**src/rtl/sdram_multiport_arbiter.sv**
```systemverilog
// sdram_multiport_arbiter: round-robin burst arbiter sharing one SDRAM controller among NCH write/read stream pairs
module sdram_multiport_arbiter #(
  parameter int NCH = 4,
  parameter int BL = 8,
  parameter int CW = 9,
  parameter int RW = 13,
  parameter int BW = 2,
  parameter int FW = 8,
  parameter int RD_THRESH = 128,
  localparam int AW = CW + RW + BW,
  localparam int GW = (NCH > 1) ? $clog2(NCH) : 1
) (
  input  logic            clk_i,
  input  logic            rst_i,
  input  logic [NCH-1:0]  ch_en_i,
  input  logic [NCH-1:0]  ch_load_i,
  input  logic [NCH*AW-1:0] ch_wr_base_i,
  input  logic [NCH*AW-1:0] ch_wr_max_i,
  input  logic [NCH*AW-1:0] ch_rd_base_i,
  input  logic [NCH*AW-1:0] ch_rd_max_i,
  input  logic [NCH*FW-1:0] ch_wr_level_i,
  input  logic [NCH*FW-1:0] ch_rd_level_i,
  output logic            sd_wr_o,
  output logic            sd_rd_o,
  output logic [CW-1:0]   sd_caddr_o,
  output logic [RW-1:0]   sd_raddr_o,
  output logic [BW-1:0]   sd_baddr_o,
  input  logic            sd_ack_i,
  input  logic            sd_wdata_vaild_i,
  input  logic            sd_rdata_vaild_i,
  input  logic            sd_wdata_done_i,
  input  logic            sd_rdata_done_i,
  output logic [NCH-1:0]  ch_wr_vaild_o,
  output logic [NCH-1:0]  ch_rd_vaild_o,
  output logic [GW-1:0]   grant_ch_o,
  output logic            grant_dir_o,
  output logic            busy_o
);
  localparam int NS = 2 * NCH;
  localparam int SW = $clog2(NS);
  typedef enum logic [1:0] {IDLE, ISSUE, XFER} state_t;
  state_t state_q, state_d;
  logic sd_wr_q, sd_wr_d, sd_rd_q, sd_rd_d;
  logic [AW-1:0] addr_q, addr_d;
  logic [GW-1:0] gch_q, gch_d, win_ch;
  logic gdir_q, gdir_d, win_dir, found, done;
  logic [SW-1:0] rr_q, rr_d, win;
  logic [NS-1:0] req;
  logic [AW-1:0] wr_ptr_q [NCH];
  logic [AW-1:0] wr_ptr_d [NCH];
  logic [AW-1:0] rd_ptr_q [NCH];
  logic [AW-1:0] rd_ptr_d [NCH];
  logic [AW-1:0] wr_base [NCH];
  logic [AW-1:0] wr_max [NCH];
  logic [AW-1:0] rd_base [NCH];
  logic [AW-1:0] rd_max [NCH];
  int idx;
  // one extra bit keeps ptr+BL from wrapping before the compare against max
  function automatic logic [AW-1:0] adv(input logic [AW-1:0] p, input logic [AW-1:0] mx,
                                        input logic [AW-1:0] b);
    logic [AW:0] n;
    n = {1'b0, p} + (AW+1)'(BL);
    return (n >= {1'b0, mx}) ? b : n[AW-1:0];
  endfunction
  for (genvar g = 0; g < NCH; g++) begin : g_ch
    assign wr_base[g] = ch_wr_base_i[g*AW +: AW];
    assign wr_max[g] = ch_wr_max_i[g*AW +: AW];
    assign rd_base[g] = ch_rd_base_i[g*AW +: AW];
    assign rd_max[g] = ch_rd_max_i[g*AW +: AW];
    assign req[2*g] = ch_en_i[g] & ~ch_load_i[g] & (32'(ch_wr_level_i[g*FW +: FW]) >= BL);
    assign req[2*g+1] = ch_en_i[g] & ~ch_load_i[g] & (32'(ch_rd_level_i[g*FW +: FW]) < RD_THRESH);
  end
  // slots interleave wr0, rd0, wr1, ...; search begins at rr_q
  always_comb begin
    win = '0;
    found = 1'b0;
    idx = 0;
    for (int k = 0; k < NS; k++) begin
      idx = int'(rr_q) + k;
      idx = (idx >= NS) ? idx - NS : idx;
      if (!found && req[SW'(idx)]) begin
        found = 1'b1;
        win = SW'(idx);
      end
    end
  end
  assign win_ch = GW'(win >> 1);
  assign win_dir = ~win[0];
  assign done = gdir_q ? sd_wdata_done_i : sd_rdata_done_i;
  always_comb begin
    state_d = state_q;
    sd_wr_d = sd_wr_q;
    sd_rd_d = sd_rd_q;
    addr_d = addr_q;
    gch_d = gch_q;
    gdir_d = gdir_q;
    rr_d = rr_q;
    wr_ptr_d = wr_ptr_q;
    rd_ptr_d = rd_ptr_q;
    case (state_q)
      IDLE: if (found) begin
        state_d = ISSUE;
        gch_d = win_ch;
        gdir_d = win_dir;
        addr_d = win_dir ? wr_ptr_q[win_ch] : rd_ptr_q[win_ch];
        sd_wr_d = win_dir;
        sd_rd_d = ~win_dir;
        rr_d = (win == SW'(NS - 1)) ? '0 : win + 1'b1;
      end
      ISSUE: if (sd_ack_i) begin
        state_d = XFER;
        sd_wr_d = 1'b0;
        sd_rd_d = 1'b0;
      end
      XFER: if (done) begin
        state_d = IDLE;
        if (gdir_q) wr_ptr_d[gch_q] = adv(wr_ptr_q[gch_q], wr_max[gch_q], wr_base[gch_q]);
        else rd_ptr_d[gch_q] = adv(rd_ptr_q[gch_q], rd_max[gch_q], rd_base[gch_q]);
      end
      default: state_d = IDLE;
    endcase
    // a reload overrides any advance landing in the same cycle
    for (int i = 0; i < NCH; i++) begin
      wr_ptr_d[i] = ch_load_i[i] ? wr_base[i] : wr_ptr_d[i];
      rd_ptr_d[i] = ch_load_i[i] ? rd_base[i] : rd_ptr_d[i];
    end
  end
  always_ff @(posedge clk_i) begin
    if (rst_i) begin
      state_q <= IDLE;
      sd_wr_q <= 1'b0;
      sd_rd_q <= 1'b0;
      addr_q <= '0;
      gch_q <= '0;
      gdir_q <= 1'b0;
      rr_q <= '0;
      for (int i = 0; i < NCH; i++) begin
        wr_ptr_q[i] <= wr_base[i];
        rd_ptr_q[i] <= rd_base[i];
      end
    end else begin
      state_q <= state_d;
      sd_wr_q <= sd_wr_d;
      sd_rd_q <= sd_rd_d;
      addr_q <= addr_d;
      gch_q <= gch_d;
      gdir_q <= gdir_d;
      rr_q <= rr_d;
      wr_ptr_q <= wr_ptr_d;
      rd_ptr_q <= rd_ptr_d;
    end
  end
  always_comb begin
    ch_wr_vaild_o = '0;
    ch_rd_vaild_o = '0;
    if (state_q == XFER) begin
      if (gdir_q) ch_wr_vaild_o[gch_q] = sd_wdata_vaild_i;
      else ch_rd_vaild_o[gch_q] = sd_rdata_vaild_i;
    end
  end
  assign sd_wr_o = sd_wr_q;
  assign sd_rd_o = sd_rd_q;
  assign sd_caddr_o = addr_q[CW-1:0];
  assign sd_raddr_o = addr_q[CW+RW-1:CW];
  assign sd_baddr_o = addr_q[AW-1:CW+RW];
  assign grant_ch_o = gch_q;
  assign grant_dir_o = gdir_q;
  assign busy_o = state_q != IDLE;
endmodule

```
**config.mk**
```make
export PLATFORM = sky130hd
export DESIGN_NAME = sdram_multiport_arbiter
export DESIGN_NICKNAME = d
export VERILOG_FILES = /design/src/rtl/sdram_multiport_arbiter.sv
export SDC_FILE = /design/constraint.sdc
export NUM_CORES = 1
export LEC_CHECK = 0
export ABC_AREA = 1
export BUFFER_PORTS_ARGS = -buffer_cell sky130_fd_sc_hd__clkbuf_2
export CAP_MARGIN = 10
export CELL_PAD_IN_SITES_DETAIL_PLACEMENT = 0
export CELL_PAD_IN_SITES_GLOBAL_PLACEMENT = 1
export CORE_MARGIN = 3
export CORE_UTILIZATION = 38
export CTS_CLUSTER_DIAMETER = 30
export DETAILED_ROUTE_END_ITERATION = 12
export GPL_TIMING_DRIVEN = 0
export HOLD_SLACK_MARGIN = 0.06
export PLACE_DENSITY_LB_ADDON = 0.1
export SYNTH_ARGS = -nofsm -noshare
export SYNTH_HDL_FRONTEND = slang
export SYNTH_SLANG_ARGS = --single-unit
```
**constraint.sdc**
```tcl
create_clock -name clk_i -period 5 [get_ports clk_i]
set_clock_uncertainty 0.15 [all_clocks]
set_input_delay 0.25 -clock clk_i [delete_from_list [all_inputs] [get_ports clk_i]]
set_output_delay 0.25 -clock clk_i [all_outputs]
set_load 0.01 [all_outputs]
```
==> impl_metrics.yaml, run 1 <==
status:
  outcome: "finished, final reports clean"
sta:
  finalHoldViolCount: 0
  relSlewSlack_pct: 3.44
  fin_crit_sh_pct: 98.3
  worst_pin_slew_ns: 1.45
  fin_ws_ns: 0.0835
  finalSetupViolCount: 0
  slew_violations: 0
  fmax_mhz: 203
  rsz0062_at_grt: "yes"
  final.min_clock_period_ns: 4.92
final_layout:
  fillerInstances: 4527
  finish.utilization_pct: 55.8
  drive_above_1_share_pct: 25.7
  area_growth_syn_to_layout_pct: 44.6
  multi_input_area_sq_um: 10900
  seq_area_sq_um: 6450
  nets: 3848
synthesis:
  synth_edf_count: 192
  synth_area_leaders: "edfxtp_1, nand2_1, nand3_1"
  synthTopCellsByCount: "nand2_1, nand3_1, inv_1, edfxtp_1, nor2_1"
  syn_area_per_cell_sq_um: 7.18
  ys_warn_count: 0
  yosysSeqAreaShare_pct: 34.8
  synth_top_area_share_pct: 31.1
  yosysMostFrequentCell: "nand2_1"
  synth_fp_nets: 3097
  synth-seq-cells: 226
  yosys.area.top_type: "edfxtp_1"
  ys.flop_type: "edfxtp_1"
  async_flop_share_pct: 0
  netlist_instances: 2580
  ys_types: 56
  syn-cell-area_sq_um: 18500
floorplan:
  io_pins: 501
  start_util_pct: 38.6
  dieArea_sq_um: 51400
  die_w_um: 227
  coreArea_sq_um: 47900
  die_y_um: 227
  row_count: 80
drt:
  firstDrtPassIters: 6
  drcViolationCount: 0
  viasPerCell: 6.08
  ant_nets: 0
  vias: 24300
  wl_mm: 110
  wl_per_cell_um: 27.6
  drtIter0Drc: 3172
clocking:
  clockBufferDepth: 3
  cts-root-buf: "clkbuf_16"
  cts_sinks: 226
  insertion_delay_ns: 0.61
  cts.htree.levels: 2
  path_clk_slew_ns: 0.05
  cts_tree: "built"
  cts_buffers: 55
worst_setup_path:
  required_ns: 5.20
  cp_data_arrival_time_ns: 5.12
  path_common_cell: "inv_1"
  critPathKind: "register to register"
  crit_fanout: 10
  setup.worst_path.start_class: "register"
  crit_path_max_incr_delay_ns: 0.41
  end_kind: "register"
  slowest_stage: "dfxtp_4"
  reg2regPathDepth: 26
global_route:
  track_usage_pct: 41.0
  first_global_vias: 22800
  use_met2_pct: 64.4
  grt_max_degree: 16
  met3_usage_pct: 9.80
  globalRouteMet1Util_pct: 51.9
  antenna_found_initial: 5
  grt_pass1_wl_mm: 152
  grt-ovfl-total: 0
  top_usage_layer: "met2"
placement:
  dp_hpwl_mm: 82.8
  port_buffers: 460
  place_congestion: 1.04
  pre_cts_slack_ns: -1.86
power:
  irDropWorstVdd_uv: 1120
  power_density_nw_per_um2: 799
  p_leak_uw: 0.0129
job:
  max_cap_violations: 0
hold_path:
  hold_path.class: "primary input to register"
  whs_path_depth: 3
what timing repair did:
| item | 4_1_cts | 5_1_grt |
|---|---|---|
| hold buffers | 195 | 0 |
| resized for setup | 81 | 113 |
| gates cloned | 0 | 1 |
| setup endpoints to repair | 192 | 192 |
| pin swaps | 4 | 15 |
| buffers inserted | 6 | 21 |
| hold endpoints to repair | 197 | 0 |
cells in the final DEF (no fill, tap or decap), drive strengths merged, types with 54 or more instances in the layout:
cell,Yosys,layout
nand2,746,746
buf,81,123
inv,242,249
dlygate4sd3,0,195
nor2,125,125
clkbuf,88,606
o22ai,93,93
a22o,54,54
ha,54,54
a221oi,66,66
nand3,527,527
edfxtp,192,192
o21ai,85,85
power by group:
part,internal (uW),switching (uW),leakage [uW],total (uW)
combinational,4330,10600,0.00973,15000
clock,2460,1240,0.000923,3700
sequential,2460,267,0.00230,2730
total,9250,12200,0.0129,21400
worst max-delay path, delay by kind of cell, from the launching register on:
family	cells	cell delay (ns)
adders and majority gates	1	0.31
xor gates and xnor gates	1	0.22
AOI/OAI and AO/OA	3	0.57
DFF	1	0.41
buffers and inverters	7	0.76
and+or+nand+nor	14	2.26
per-stage QoR:
stage               power (uW)  hold slack, ns  area [sq um]  TNS (ns)  cells
global placement         15900           0.378         21600   -635.53   3655
finish                   21400          0.0750         26800         0   3995
global route             22200          0.0663         26800     -3.72   3995
floorplan                10700           0.247         18500         0   2580
CTS                      20200          0.0624         26100         0   3971
detailed placement       16000           0.384         21900   -299.39   3666
cell type report:
cell class                      count  area share [%]
Timing Repair Buffer              694            17.6
Buffer                            169            3.94
Tap cell                          615            2.87
Antenna cell                        2          0.0187
Clock inverter                     43            1.73
Multi-Input combinational cell   1940            40.8
Inverter                          245            3.48
Sequential cell                   226            24.1
Clock buffer                       61            5.42
state kept, by name (all words and copies together), names as in the netlist:
signal       count
wr_ptr_q        96
rr_q             3
sd_wr_o          1
state_q          2
grant_ch_o       2
grant_dir_o      1
sd_rd_o          1
addr_q          24
rd_ptr_q        96
final timing paths:
path,from,to,slack (ns)
worst max-delay path,grant_ch_o[1],rd_ptr_q[39],0.08
worst min-delay path,ch_load_i[3],rd_ptr_q[18],0.08
worst max register to register,grant_ch_o[1],rd_ptr_q[39],0.08
worst min register to register,sd_wr_o,sd_wr_o,0.38
routing by layer:
metal  wire length, um  vias to the layer above
met5                27                        -
met4              7110                        4
met3             13600                      405
met2             48300                     1905
met1             41000                    11500
li1                  -                    10500
kinds of logic after synthesis:
group / share of synthesized area (%)
adders and majority gates: 3.65
DFF: 34.8
and+or+nand+nor: 34.5
buffers and inverters: 9.46
xor gates and xnor gates: 1.41
AOI/OAI and AO/OA: 16.1
(Power assumes the default switching activity.)
==> run 2: changes to the inputs <==
--- a/config.mk
+++ b/config.mk
@@ -5,18 +5,18 @@
 export SDC_FILE = /design/constraint.sdc
 export NUM_CORES = 1
 export LEC_CHECK = 0
-export ABC_AREA = 1
 export BUFFER_PORTS_ARGS = -buffer_cell sky130_fd_sc_hd__clkbuf_2
 export CAP_MARGIN = 10
 export CELL_PAD_IN_SITES_DETAIL_PLACEMENT = 0
 export CELL_PAD_IN_SITES_GLOBAL_PLACEMENT = 1
 export CORE_MARGIN = 3
-export CORE_UTILIZATION = 38
+export CORE_UTILIZATION = 42
 export CTS_CLUSTER_DIAMETER = 30
 export DETAILED_ROUTE_END_ITERATION = 12
 export GPL_TIMING_DRIVEN = 0
 export HOLD_SLACK_MARGIN = 0.06
 export PLACE_DENSITY_LB_ADDON = 0.1
+export SETUP_SLACK_MARGIN = 0.3
 export SYNTH_ARGS = -nofsm -noshare
 export SYNTH_HDL_FRONTEND = slang
 export SYNTH_SLANG_ARGS = --single-unit
==> impl_metrics.yaml, run 2 <==
status:
  outcome: "complete, but fails checks"
  violations: "setup timing"
global_route:
  grt_max_degree: 25
  use_met2_pct: 58.5
  grt_pass1_wl_mm: 113
  grt-ovfl-total: 0
  first_global_vias: 17300
  top_usage_layer: "met2"
  met3_usage_pct: 5.27
  track_usage_pct: 36.5
  antenna_found_initial: 0
  globalRouteMet1Util_pct: 48.4
drt:
  wl_per_cell_um: 29.0
  viasPerCell: 6.24
  wl_mm: 80.2
  drcViolationCount: 0
  ant_nets: 0
  drtIter0Drc: 2038
  vias: 17300
  firstDrtPassIters: 6
worst_setup_path:
  critPathKind: "register to register"
  cp_data_arrival_time_ns: 5.19
  end_kind: "register"
  path_cells: "buf_12 > buf_12 > buf_12 > buf_12 > buf_16 > clkbuf_16 > buf_6 > buf_16 > buf_4 > mux4_2 > inv_1 > ha_2 > o21a_1 > o21ai_0 > nand2b_1 > a21oi_2 > nor2b_1 > o21ai_2 > a211oi_2 > a311o_1 > buf_6 > buf_12 > mux2_4 > a22o_1"
  setup.worst_path.start_class: "register"
  slowest_stage: "mux4_2"
  crit_path_max_incr_delay_ns: 0.42
  required_ns: 5.14
  regToRegSetupSlack_ns: -0.05
  crit_fanout: 6
  path_common_cell: "buf_12"
synthesis:
  yosysMostFrequentCell: "edfxtp_1"
  synth_fp_nets: 1892
  syn-cell-area_sq_um: 16700
  synth_top_area_share_pct: 34.5
  synth_edf_count: 192
  ys_warn_count: 0
  yosys.area.top_type: "edfxtp_1"
  netlist_instances: 1375
  synth-seq-cells: 226
  synth_area_leaders: "edfxtp_1, mux4_2, mux2i_1"
  syn_area_per_cell_sq_um: 12.2
  synthTopCellsByCount: "edfxtp_1, mux2i_1, mux4_2, a22o_1, clkbuf_1"
  ys_types: 69
  ys.flop_type: "edfxtp_1"
  async_flop_share_pct: 0
  yosysSeqAreaShare_pct: 38.5
clocking:
  clockBufferDepth: 3
  insertion_delay_ns: 0.57
  cts_tree: "built"
  cts.htree.levels: 2
  cts-root-buf: "clkbuf_16"
  cts_sinks: 226
  cts_buffers: 56
  path_clk_slew_ns: 0.05
job:
  max_cap_violations: 0
final_layout:
  final_cells: 2766
  fillerInstances: 2972
  largestRegisters: "rd_ptr_q x96, wr_ptr_q x96, addr_q x24"
  layout_common_cells: "clkbuf_2, dlygate4sd3_1, edfxtp_1"
  antenna_cells: 0
  nets: 2719
  drive_above_1_share_pct: 45.8
  finish.utilization_pct: 67.9
  area_growth_syn_to_layout_pct: 58.4
  layout_commonest_cell: "clkbuf_2"
floorplan:
  coreArea_sq_um: 39000
  row_count: 72
  die_y_um: 206
  io_pins: 501
  dieArea_sq_um: 42300
  start_util_pct: 42.9
  die_w_um: 206
sta:
  fin_crit_sh_pct: 101
  worst_pin_slew_ns: 1.33
  finalSetupViolCount: 17
  rsz0062_at_grt: "yes"
  fin_ws_ns: -0.0477
  slew_violations: 0
  fmax_mhz: 198
  relSlewSlack_pct: 11.1
  finalHoldViolCount: 0
  final.min_clock_period_ns: 5.05
placement:
  place_congestion: 0.971
  dp_cells: 2361
  port_buffers: 460
  dp_hpwl_mm: 58.5
power:
  power_density_nw_per_um2: 651
  irDropWorstVdd_uv: 528
  p_leak_uw: 0.0114
hold_path:
  hold_path.class: "primary input to register"
-- run 2: path summary, 6_finish.rpt --
path                            cells after the start          start            to
worst max-delay path                               24  grant_ch_o[0]  rd_ptr_q[59]
worst min-delay path                                3   ch_load_i[1]  rd_ptr_q[50]
worst max register to register                     24  grant_ch_o[0]  rd_ptr_q[59]
worst min register to register                      2      addr_q[9]     addr_q[9]
-- run 2: kinds of logic after synthesis --
logic type	synth area share, %
compound gates	16.2
xor+xnor	2.09
buf+inv	4.32
fa+ha+maj	4.04
flops	38.5
simple gates	7.52
mux	27.3
-- run 2: power breakdown --
part           switching (uW)  leakage [uW]  total, uW  internal, uW
combinational            5890       0.00813      10600          4760
clock                    1180      0.000954       3850          2670
sequential                268       0.00230       2750          2480
-- run 2: timing repair --
action | CTS | global route
setup buffers | 53 | 42
hold endpoints to repair | 196 | 0
setup endpoints to repair | 219 | 220
gates cloned | 8 | 3
gates resized for setup | 182 | 119
hold buffers | 195 | 0
pin swaps | 31 | 47
-- run 2: cell type report --
type	count	area [sq um]	area share [%]
multi-input cells	975	10700	40.4
flip-flops and latches	226	6450	24.3
repair buffers	769	5470	20.6
clock buffers	67	1480	5.60
plain buffers	111	1020	3.84
well taps	518	648	2.45
clock inverters	37	500	1.89
inverters	63	236	0.892
-- run 2: routing by layer --
metal	vias to the layer above	share of wire, %
met2	1186	47
met5	-	0
met3	248	9.7
met1	8534	38
met4	0	5.9
li1	7296	-
-- run 2: critical path: cells and delay by family (launching register included) --
kind | cells | cell delay [ns]
buf+inv | 12 | 1.67
compound gates | 7 | 1.26
mux | 2 | 0.74
flops | 1 | 0.35
fa+ha+maj | 1 | 0.33
simple gates | 2 | 0.25
-- run 2: per-stage QoR --
step / TNS, ns / power (uW) / hold slack (ns) / instance area, sq um / setup WS [ns]
floorplan: 0 / 8440 / 0.286 / 17000 / 0.299
global placement: -461.43 / 11000 / 0.328 / 19900 / -1.75
detailed placement: -221.36 / 11100 / 0.328 / 20200 / -1.61
CTS: -1.21 / 16200 / 0.118 / 25600 / -0.0660
global route: -8.47 / 17800 / 0.148 / 26500 / -0.127
finish: -0.191 / 17200 / 0.140 / 26500 / -0.0477
==> run 3: changes to the inputs <==
--- a/config.mk
+++ b/config.mk
@@ -15,7 +15,7 @@
 export DETAILED_ROUTE_END_ITERATION = 12
 export GPL_TIMING_DRIVEN = 0
 export HOLD_SLACK_MARGIN = 0.06
-export PLACE_DENSITY_LB_ADDON = 0.1
+export PLACE_DENSITY = 0.93
 export SETUP_SLACK_MARGIN = 0.3
 export SYNTH_ARGS = -nofsm -noshare
 export SYNTH_HDL_FRONTEND = slang
==> impl_metrics.yaml, run 3 (synthesized netlist as in run 2, its figures left out) <==
clocking:
  cts_buffers: 49
  path_clk_slew_ns: 0.05
  cts.htree.levels: 2
  cts_tree: "built"
  clockBufferDepth: 3
  cts-root-buf: "clkbuf_16"
  cts_sinks: 226
  insertion_delay_ns: 0.58
job:
  max_cap_violations: 0
drt:
  vias: 18500
  route.met3.wl_mm: 12.7
  wl_per_cell_um: 31.8
  wl_met2_mm: 38.4
  ant_nets: 0
  wl_mm: 87.9
  wl_met1_mm: 29.8
  drcViolationCount: 0
  drtIter0Drc: 2864
  maxUsedRoutingLayer: "met4"
  firstDrtPassIters: 8
  viasPerCell: 6.71
worst_setup_path:
  regToRegEndpoint: "rd_ptr_q[82]"
  end_kind: "register"
  crit_fanout: 8
  startpoint: "grant_ch_o[0]"
  slowest_stage: "a311o_1"
  path_delay_family: "simple AND/OR/NAND/NOR gates"
  cp_num_cells: 20
  cp_data_arrival_time_ns: 5.26
  regToRegSetupSlack_ns: -0.1
  cp_num_buf_inv: 5
  crit_path_end: "rd_ptr_q[82]"
  crit_path_max_incr_delay_ns: 0.39
  reg2regPathDepth: 20
  path_cells: "buf_12 > buf_4 > mux4_2 > and2_4 > and3_4 > and2_4 > nand3_4 > nor3_2 > buf_4 > xor2_1 > ha_1 > nand4_1 > nor4_2 > a221oi_1 > o21ai_1 > a311o_1 > buf_12 > buf_12 > mux2_4 > a22o_1"
  required_ns: 5.16
  critPathKind: "register to register"
  path_common_cell: "buf_12"
  setup.worst_path.start_class: "register"
  r2r-start: "grant_ch_o[0]"
sta:
  fin_ws_ns: -0.0970
  fmax_mhz: 196
  rsz0062_at_grt: "yes"
  worst_pin_slew_ns: 1.24
  fin_crit_sh_pct: 102
  final.min_clock_period_ns: 5.10
  slew_violations: 0
  finalHoldViolCount: 0
  finalSetupViolCount: 104
  relSlewSlack_pct: 17.0
  tns_ns: -5.61
global_route:
  first_global_vias: 18400
  grt-ovfl-total: 0
  grt_max_degree: 23
  track_usage_pct: 39.1
  antenna_found_initial: 2
  grt_pass1_wl_mm: 120
floorplan:
  io_pins: 501
  coreArea_sq_um: 39000
  die_w_um: 206
  die_y_um: 206
  row_count: 72
  dieArea_sq_um: 42300
  start_util_pct: 42.9
final_layout:
  largestRegisters: "rd_ptr_q x96, wr_ptr_q x96, addr_q x24"
  area_growth_syn_to_layout_pct: 57.9
  layout_common_cells: "clkbuf_2, dlygate4sd3_1, edfxtp_1"
  design_area_sq_um: 26400
  layout_commonest_cell: "clkbuf_2"
  nets: 2719
  drive_above_1_share_pct: 45.9
placement:
  pre_cts_slack_ns: -1.23
  port_buffers: 460
  place_congestion: 0.996
  placed_cell_area_sq_um: 20200
  dp_hpwl_mm: 59.7
power:
  power_density_nw_per_um2: 680
  total_power_uw: 18000
  p_leak_uw: 0.0113
  irDropWorstVdd_uv: 545
status:
  outcome: "complete, but fails checks"
  violations: "setup timing"
hold_path:
  hold_path.class: "primary input to register"
-- run 3: changes by cell type in the layout (fill, tap and decap cells not counted), moves of 4 or more --
cell and change:
buf_8 +9, clkbuf_16 -5, buf_12 +6, bufinv_16 -9
buf_6 -4, mux2_4 +15, o2bb2ai_2 +8, mux2_2 -15
o2bb2ai_4 -9, buf_16 +4
-- run 3: tightest hold or removal path, delay by kind of cell --
| family | cells | cell delay [ns] |
|---|---|---|
| simple gates | 1 | 0.15 |
| buf+inv | 1 | 0.14 |
| compound gates | 1 | 0.14 |
-- run 3: where the power goes --
part	leakage [uW]	switching (uW)	internal (uW)
registers	0.00230	269	2480
logic	0.00823	6570	5380
clock network	0.000812	1170	2090
-- run 3: layer usage --
metal | vias to the layer above | GRT usage [%]
li1 | 7296 | -
met1 | 8905 | 48.0
met2 | 1860 | 59.7
met3 | 485 | 14.1
met4 | 0 | 22.4
met5 | - | 0
-- run 3: repair_timing --
action | in CTS | in global routing
setup buffers | 76 | 22
hold endpoints to repair | 196 | 0
pin swaps | 54 | 38
hold buffers | 195 | 0
resized for setup | 234 | 106
cloned | 14 | 1
endpoints found under the setup margin | 219 | 220
-- run 3: layout make-up --
type                       instances  area [sq um]
fill                            2669         12600
multi-input combinational        975         10700
sequential                       226          6450
timing repair buffer             776          5610
clock buffer                      60          1380
buffer                           111          1100
tap                              518           648
clock inverter                    31           277
inverter                          63           236
antenna                            2          5.00
-- run 3: worst min-delay path by stage --
| stage | cells past startpoint | to | slack (ns) | start |
|---|---|---|---|---|
| final | 3 | rd_ptr_q[49] | 0.12 | ch_load_i[1] |
| after global routing | 3 | rd_ptr_q[49] | 0.13 | ch_load_i[1] |
| after CTS | 3 | rd_ptr_q[49] | 0.11 | ch_load_i[1] |
| after detailed placement | 2 | addr_q[0] | 0.33 | addr_q[0] |
| after global placement | 2 | addr_q[10] | 0.33 | addr_q[10] |
| after floorplan | 2 | state_q[0] | 0.29 | sd_ack_i |
-- run 3: through the flow --
| stage | util [%] | cells | hold WS, ns |
|---|---|---|---|
| detailed placement | 51.8 | 2361 | 0.333 |
| global route | 67.7 | 2760 | 0.128 |
| floorplan | - | 1375 | 0.286 |
| finish | 67.7 | 2762 | 0.119 |
| global placement | 51.1 | 2353 | 0.326 |
| CTS | 66.2 | 2737 | 0.107 |
